==> config.mk <==
export PLATFORM = sky130hd
export DESIGN_NAME = uart_rx_fifo
export DESIGN_NICKNAME = d
export VERILOG_FILES = /design/src/rtl/uart_rx_fifo.sv
export SDC_FILE = /design/constraint.sdc
export NUM_CORES = 1
export LEC_CHECK = 0
export BUFFER_PORTS_ARGS = -buffer_cell sky130_fd_sc_hd__buf_2
export CAP_MARGIN = 20
export CORE_MARGIN = 8
export CORE_UTILIZATION = 60
export CTS_BUF_LIST = sky130_fd_sc_hd__clkbuf_8
export DETAILED_ROUTE_END_ITERATION = 12
export GPL_TIMING_DRIVEN = 0
export PLACE_DENSITY = 0.84
export SKIP_LAST_GASP = 1
export SLEW_MARGIN = 20
export SYNTH_ARGS = -nofsm -noshare
export SYNTH_HDL_FRONTEND = slang
export SYNTH_SLANG_ARGS = --single-unit
==> constraint.sdc <==
create_clock -name Clock -period 7.85 [get_ports Clock]
set_input_delay 0.3925 -clock Clock [delete_from_list [all_inputs] [get_ports Clock]]
set_output_delay 0.3925 -clock Clock [all_outputs]
set_load 0.05 [all_outputs]
==> src/rtl/uart_rx_fifo.sv <==
// Receive buffer behind the UART receiver: FWFT byte FIFO with
// fill level, sticky overflow and a count of buffered end-of-line bytes.
module uart_rx_fifo #(
    parameter int          DEPTH_LOG2 = 4,
    parameter logic [7:0]  EOL_BYTE   = 8'h0A
) (
    input  logic                  Clock,
    input  logic                  Reset,
    input  logic                  Done_i,
    input  logic [7:0]            Data_i,
    input  logic                  Read_i,
    input  logic                  ClearOverflow_i,
    output logic [7:0]            Data_o,
    output logic                  Valid_o,
    output logic                  Full_o,
    output logic [DEPTH_LOG2:0]   Count_o,
    output logic                  Overflow_o,
    output logic [DEPTH_LOG2:0]   Lines_o,
    output logic                  LineReady_o
);

    localparam int DEPTH = 1 << DEPTH_LOG2;
    localparam logic [DEPTH_LOG2:0]   CNT_FULL = {1'b1, {DEPTH_LOG2{1'b0}}};
    localparam logic [DEPTH_LOG2:0]   CNT_ONE  = {{DEPTH_LOG2{1'b0}}, 1'b1};
    localparam logic [DEPTH_LOG2-1:0] PTR_ONE  = {{(DEPTH_LOG2-1){1'b0}}, 1'b1};

    logic [7:0]            mem [DEPTH];
    logic [DEPTH_LOG2-1:0] rd_ptr;
    logic [DEPTH_LOG2-1:0] wr_ptr;
    logic [DEPTH_LOG2:0]   count;
    logic [DEPTH_LOG2:0]   lines;
    logic                  overflow;

    logic       pop;
    logic       push;
    logic       drop;
    logic [7:0] head;

    assign head = mem[rd_ptr];
    assign pop  = Read_i && (count != '0);
    // A full FIFO still accepts a byte when the head leaves on the same edge.
    assign push = Done_i && ((count != CNT_FULL) || pop);
    assign drop = Done_i && !push;

    always_ff @(posedge Clock) begin
        if (push) begin
            mem[wr_ptr] <= Data_i;
        end
    end

    always_ff @(posedge Clock) begin
        if (Reset) begin
            rd_ptr   <= '0;
            wr_ptr   <= '0;
            count    <= '0;
            lines    <= '0;
            overflow <= 1'b0;
        end else begin
            if (push) begin
                wr_ptr <= wr_ptr + PTR_ONE;
            end
            if (pop) begin
                rd_ptr <= rd_ptr + PTR_ONE;
            end

            unique case ({push, pop})
                2'b10:   count <= count + CNT_ONE;
                2'b01:   count <= count - CNT_ONE;
                default: count <= count;
            endcase

            unique case ({push && (Data_i == EOL_BYTE),
                          pop && (head == EOL_BYTE)})
                2'b10:   lines <= lines + CNT_ONE;
                2'b01:   lines <= lines - CNT_ONE;
                default: lines <= lines;
            endcase

            if (drop) begin
                overflow <= 1'b1;
            end else if (ClearOverflow_i) begin
                overflow <= 1'b0;
            end
        end
    end

    assign Valid_o     = (count != '0);
    assign Full_o      = (count == CNT_FULL);
    assign Count_o     = count;
    assign Data_o      = Valid_o ? head : 8'h00;
    assign Overflow_o  = overflow;
    assign Lines_o     = lines;
    assign LineReady_o = (lines != '0);

endmodule

==> flow_metrics.py <==
metrics = {
    "critical_path": {
        "cp-endpoint": "Lines_o[4]$_SDFFE_PP0P_",
        "timing.rr.end": "Lines_o[4]$_SDFFE_PP0P_",
        "cp-start-kind": "register",
        "cp-end-kind": "register",
        "crit_fanout": 10,
        "cpMostUsedCell": "buf_2",
        "cp_slowest_cell": "buf_1",
        "crit_chain": "buf_2, buf_2, buf_1, mux4_2, o22ai_1, nor2_1, nor4_2, ha_1, inv_1, fa_1, nor2b_1, o21ai_0, and3_1, or4_1, a21oi_1",
        "critPathTopFamily": "simple AND/OR/NAND/NOR gates",
        "max_stage_delay_ps": 520,
        "critPathKind": "reg -> reg",
        "worst-path-buf-inv": 4,
        "r2r_slack_ps": 3220,
        "required_ps": 8200,
        "rr_worst_depth": 15,
        "cp.arrival_ps": 4980,
        "cp.depth": 15,
    },
    "yosys": {
        "synthDistinctLibCells": 40,
        "synth_seq_cells": 151,
        "synth_warnings": 0,
        "synth_top_area_share_pct": 62.36,
        "synth_top_area_cell": "edfxtp_1",
        "netlist_area_um2": 6163,
        "synthTopCellsByArea": "edfxtp_1, mux4_2, dfxtp_1, ha_1, nor2_1",
        "avgSynthCellArea_um2": 16.70,
        "syn_nets": 396,
        "synthesis.instances": 369,
        "ys_seq_area_share_pct": 69.83,
    },
    "sta": {
        "worst_pin_slew_ps": 941.5,
        "period_minus_slack_ps": 4629,
        "post-route-period-util_pct": 58.97,
        "fin_skew_ps": 9.207,
        "hold_violations": 0,
        "slew_headroom_pct": 37.00,
        "slew_viol_final": 0,
        "whs_ps": 277.6,
        "rsz0062_at_grt": "false",
        "setup_slack_ps": 3221,
        "setup_viol": 0,
        "max_freq_ghz": 0.2160,
        "tns_ps": 0,
    },
    "final_layout": {
        "fillerInstances": 654,
        "fin_area_um2": 6875,
        "fin_util_pct": 67.81,
        "area_delta_synth_final_pct": 11.55,
        "layout_common_cells": "edfxtp_1, nor2_1, buf_2, mux4_2, dfxtp_1",
        "antennaDiodeCount": 0,
        "nets": 448,
        "layout-drive-gt1-share_pct": 25.35,
        "final_common_cell": "edfxtp_1",
    },
    "grt": {
        "grt_pass1_wl_um": 19210,
        "track_usage_pct": 18.16,
        "overflow": 0,
        "grt_max_degree": 18,
        "grt_pass1_vias": 3604,
        "antenna_found_initial": 0,
    },
    "clock_network": {
        "post_cts_resized": 0,
        "clk_latency_ps": 420,
        "cts_max_path_buffers": 2,
        "cts.sinks": 151,
        "htreeDepth": 4,
        "clockRootBuffer": "clkbuf_8",
        "clk_pin_slew_ps": 80,
        "post-cts-setup-buffer-count": 0,
        "cts_buffers": 17,
        "hold_buffers": 0,
        "cts_tree": "built",
    },
    "power_and_ir_drop": {
        "swShare_pct": 35.25,
        "p_int_mw": 1.312,
        "power_frac_seq_pct": 45.6,
        "p_sw_mw": 0.7139,
        "powerDensity_nw_per_um2": 294.6,
        "combPwrFrac_pct": 28.4,
        "power_leakage_nw": 2.331,
        "ir_drop_v": 0.0002301,
        "pwr-share-clk_pct": 25.9,
    },
    "route": {
        "vias": 3488,
        "dr.pass1.iters": 5,
        "wl_um": 12160,
        "drtAntennaViolNets": 0,
        "via_per_inst": 6.119,
        "wl_per_cell_um": 21.33,
        "drc": 0,
        "drt_iter0_drc": 344,
    },
    "place": {
        "place.gp.congestion": 0.8279,
        "placed_area_um2": 6519,
        "dp_worst_setup_slack_ps": 3281,
        "dp_hpwl_um": 8311,
        "numPortBuffers": 33,
    },
    "min_path": {
        "worstHoldPathCells": 4,
        "hold_class": "in -> reg",
    },
    "floorplan": {
        "die_area_um2": 13770,
        "core_um2": 10140,
        "die_w_um": 117.4,
        "initial_utilization_pct": 60.79,
        "fp-row-count": 37,
        "ios": 35,
        "dieHeight_um": 117.4,
    },
    "run_status": {
        "status": "finished, final reports clean",
    },
    "run": {
        "maxCapViolCount": 0,
    },
}
metrics by stage:
| step | cells | power (mW) |
|---|---|---|
| 3_5_place_dp | 538 | 1.516 |
| 2_1_floorplan | 369 | 1.373 |
| 6_report | 570 | 2.025 |
| 5_1_grt | 570 | 2.106 |
| 3_3_place_gp | 538 | 1.498 |
| 4_1_cts | 570 | 2.034 |
power by group through the flow:
stage | Clock [mW] | Sequential [mW] | Combinational [mW]
after CTS | 0.534 | 0.924 | 0.575
after global placement | 0 | 0.940 | 0.558
after floorplan | 0 | 0.974 | 0.398
after global routing | 0.564 | 0.928 | 0.614
after detailed placement | 0 | 0.942 | 0.574
final | 0.525 | 0.924 | 0.576
layer usage:
| layer | global-route usage (%) | vias up | wire length, um |
|---|---|---|---|
| met5 | 0 | - | 0 |
| met4 | 6.002 | 0 | 137 |
| met3 | 4.221 | 12 | 985 |
| met2 | 31.76 | 202 | 6426 |
| met1 | 21.64 | 1730 | 4609 |
| li1 | - | 1544 | - |
kinds of logic (layout without fill, tap and decap cells):
group / after synthesis / after routing / synth area share, %
buffers and inverters: 25 / 90 / 1.766
AOI/OAI and AO/OA: 35 / 35 / 3.593
DFF: 151 / 151 / 69.83
xor gates and xnor gates: 11 / 11 / 1.563
and+or+nand+nor: 94 / 94 / 7.308
adders and majority gates: 14 / 14 / 3.086
muxes: 39 / 39 / 12.85
registers in the layout, summed over array words and instances, names as in the netlist, named ones only:
signal      count
mem           128
Overflow_o      1
wr_ptr          4
Lines_o         5
rd_ptr          4
Count_o         5
synthesized netlist by cell type:
cell,count
a211oi_1,1
a21o_1,3
a21oi_1,11
a22oi_1,3
a22oi_2,1
a31oi_1,3
a32oi_1,1
and3_1,4
buf_1,1
buf_2,3
buf_4,1
buf_6,1
clkbuf_1,8
dfxtp_1,23
edfxtp_1,128
fa_1,2
ha_1,12
inv_1,11
mux2_2,1
mux2i_1,6
mux4_2,32
nand2_1,15
nand2b_1,4
nand3_1,7
nand4_1,2
nor2_1,39
nor2b_1,4
nor3_1,9
nor4_1,3
nor4_2,1
nor4bb_1,1
o21ai_0,3
o22ai_1,7
o31ai_1,2
or2_2,1
or3_1,1
or4_1,2
or4_4,1
xnor2_1,6
xor2_1,5
worst register-to-register path: cells and delay by family, from the launching register on:
family	cells	cell delay (ps)
AOI/OAI and AO/OA	3	560
and+or+nand+nor	5	1340
adders and majority gates	2	740
DFF	1	310
buffers and inverters	4	1200
muxes	1	410
worst min path at each step:
| stage | startpoint | end | slack (ps) |
|---|---|---|---|
| 2_1_floorplan | rd_ptr[1]$_SDFFE_PP0N_ | register | 470 |
| 3_3_place_gp | Overflow_o$_SDFFE_PP0P_ | Overflow_o$_SDFFE_PP0P_ | 460 |
| 3_5_place_dp | Overflow_o$_SDFFE_PP0P_ | Overflow_o$_SDFFE_PP0P_ | 480 |
| 4_1_cts | ClearOverflow_i | Overflow_o$_SDFFE_PP0P_ | 250 |
| 5_1_grt | ClearOverflow_i | Overflow_o$_SDFFE_PP0P_ | 280 |
| 6_report | ClearOverflow_i | Overflow_o$_SDFFE_PP0P_ | 280 |
cell type report:
| cell class | instances | area (um2) | share of cell area (%) |
|---|---|---|---|
| sequential | 151 | 4304 | 62.60 |
| timing repair buffer | 33 | 165.2 | 2.402 |
| buffer | 14 | 67.56 | 0.9827 |
| multi-input combinational | 193 | 1770 | 25.75 |
| clock inverter | 15 | 122.6 | 1.783 |
| clock buffer | 17 | 234.0 | 3.403 |
| inverter | 11 | 41.29 | 0.6005 |
| tap | 136 | 170.2 | 2.475 |
No activity file was read; power rests on OpenSTA's default activity.
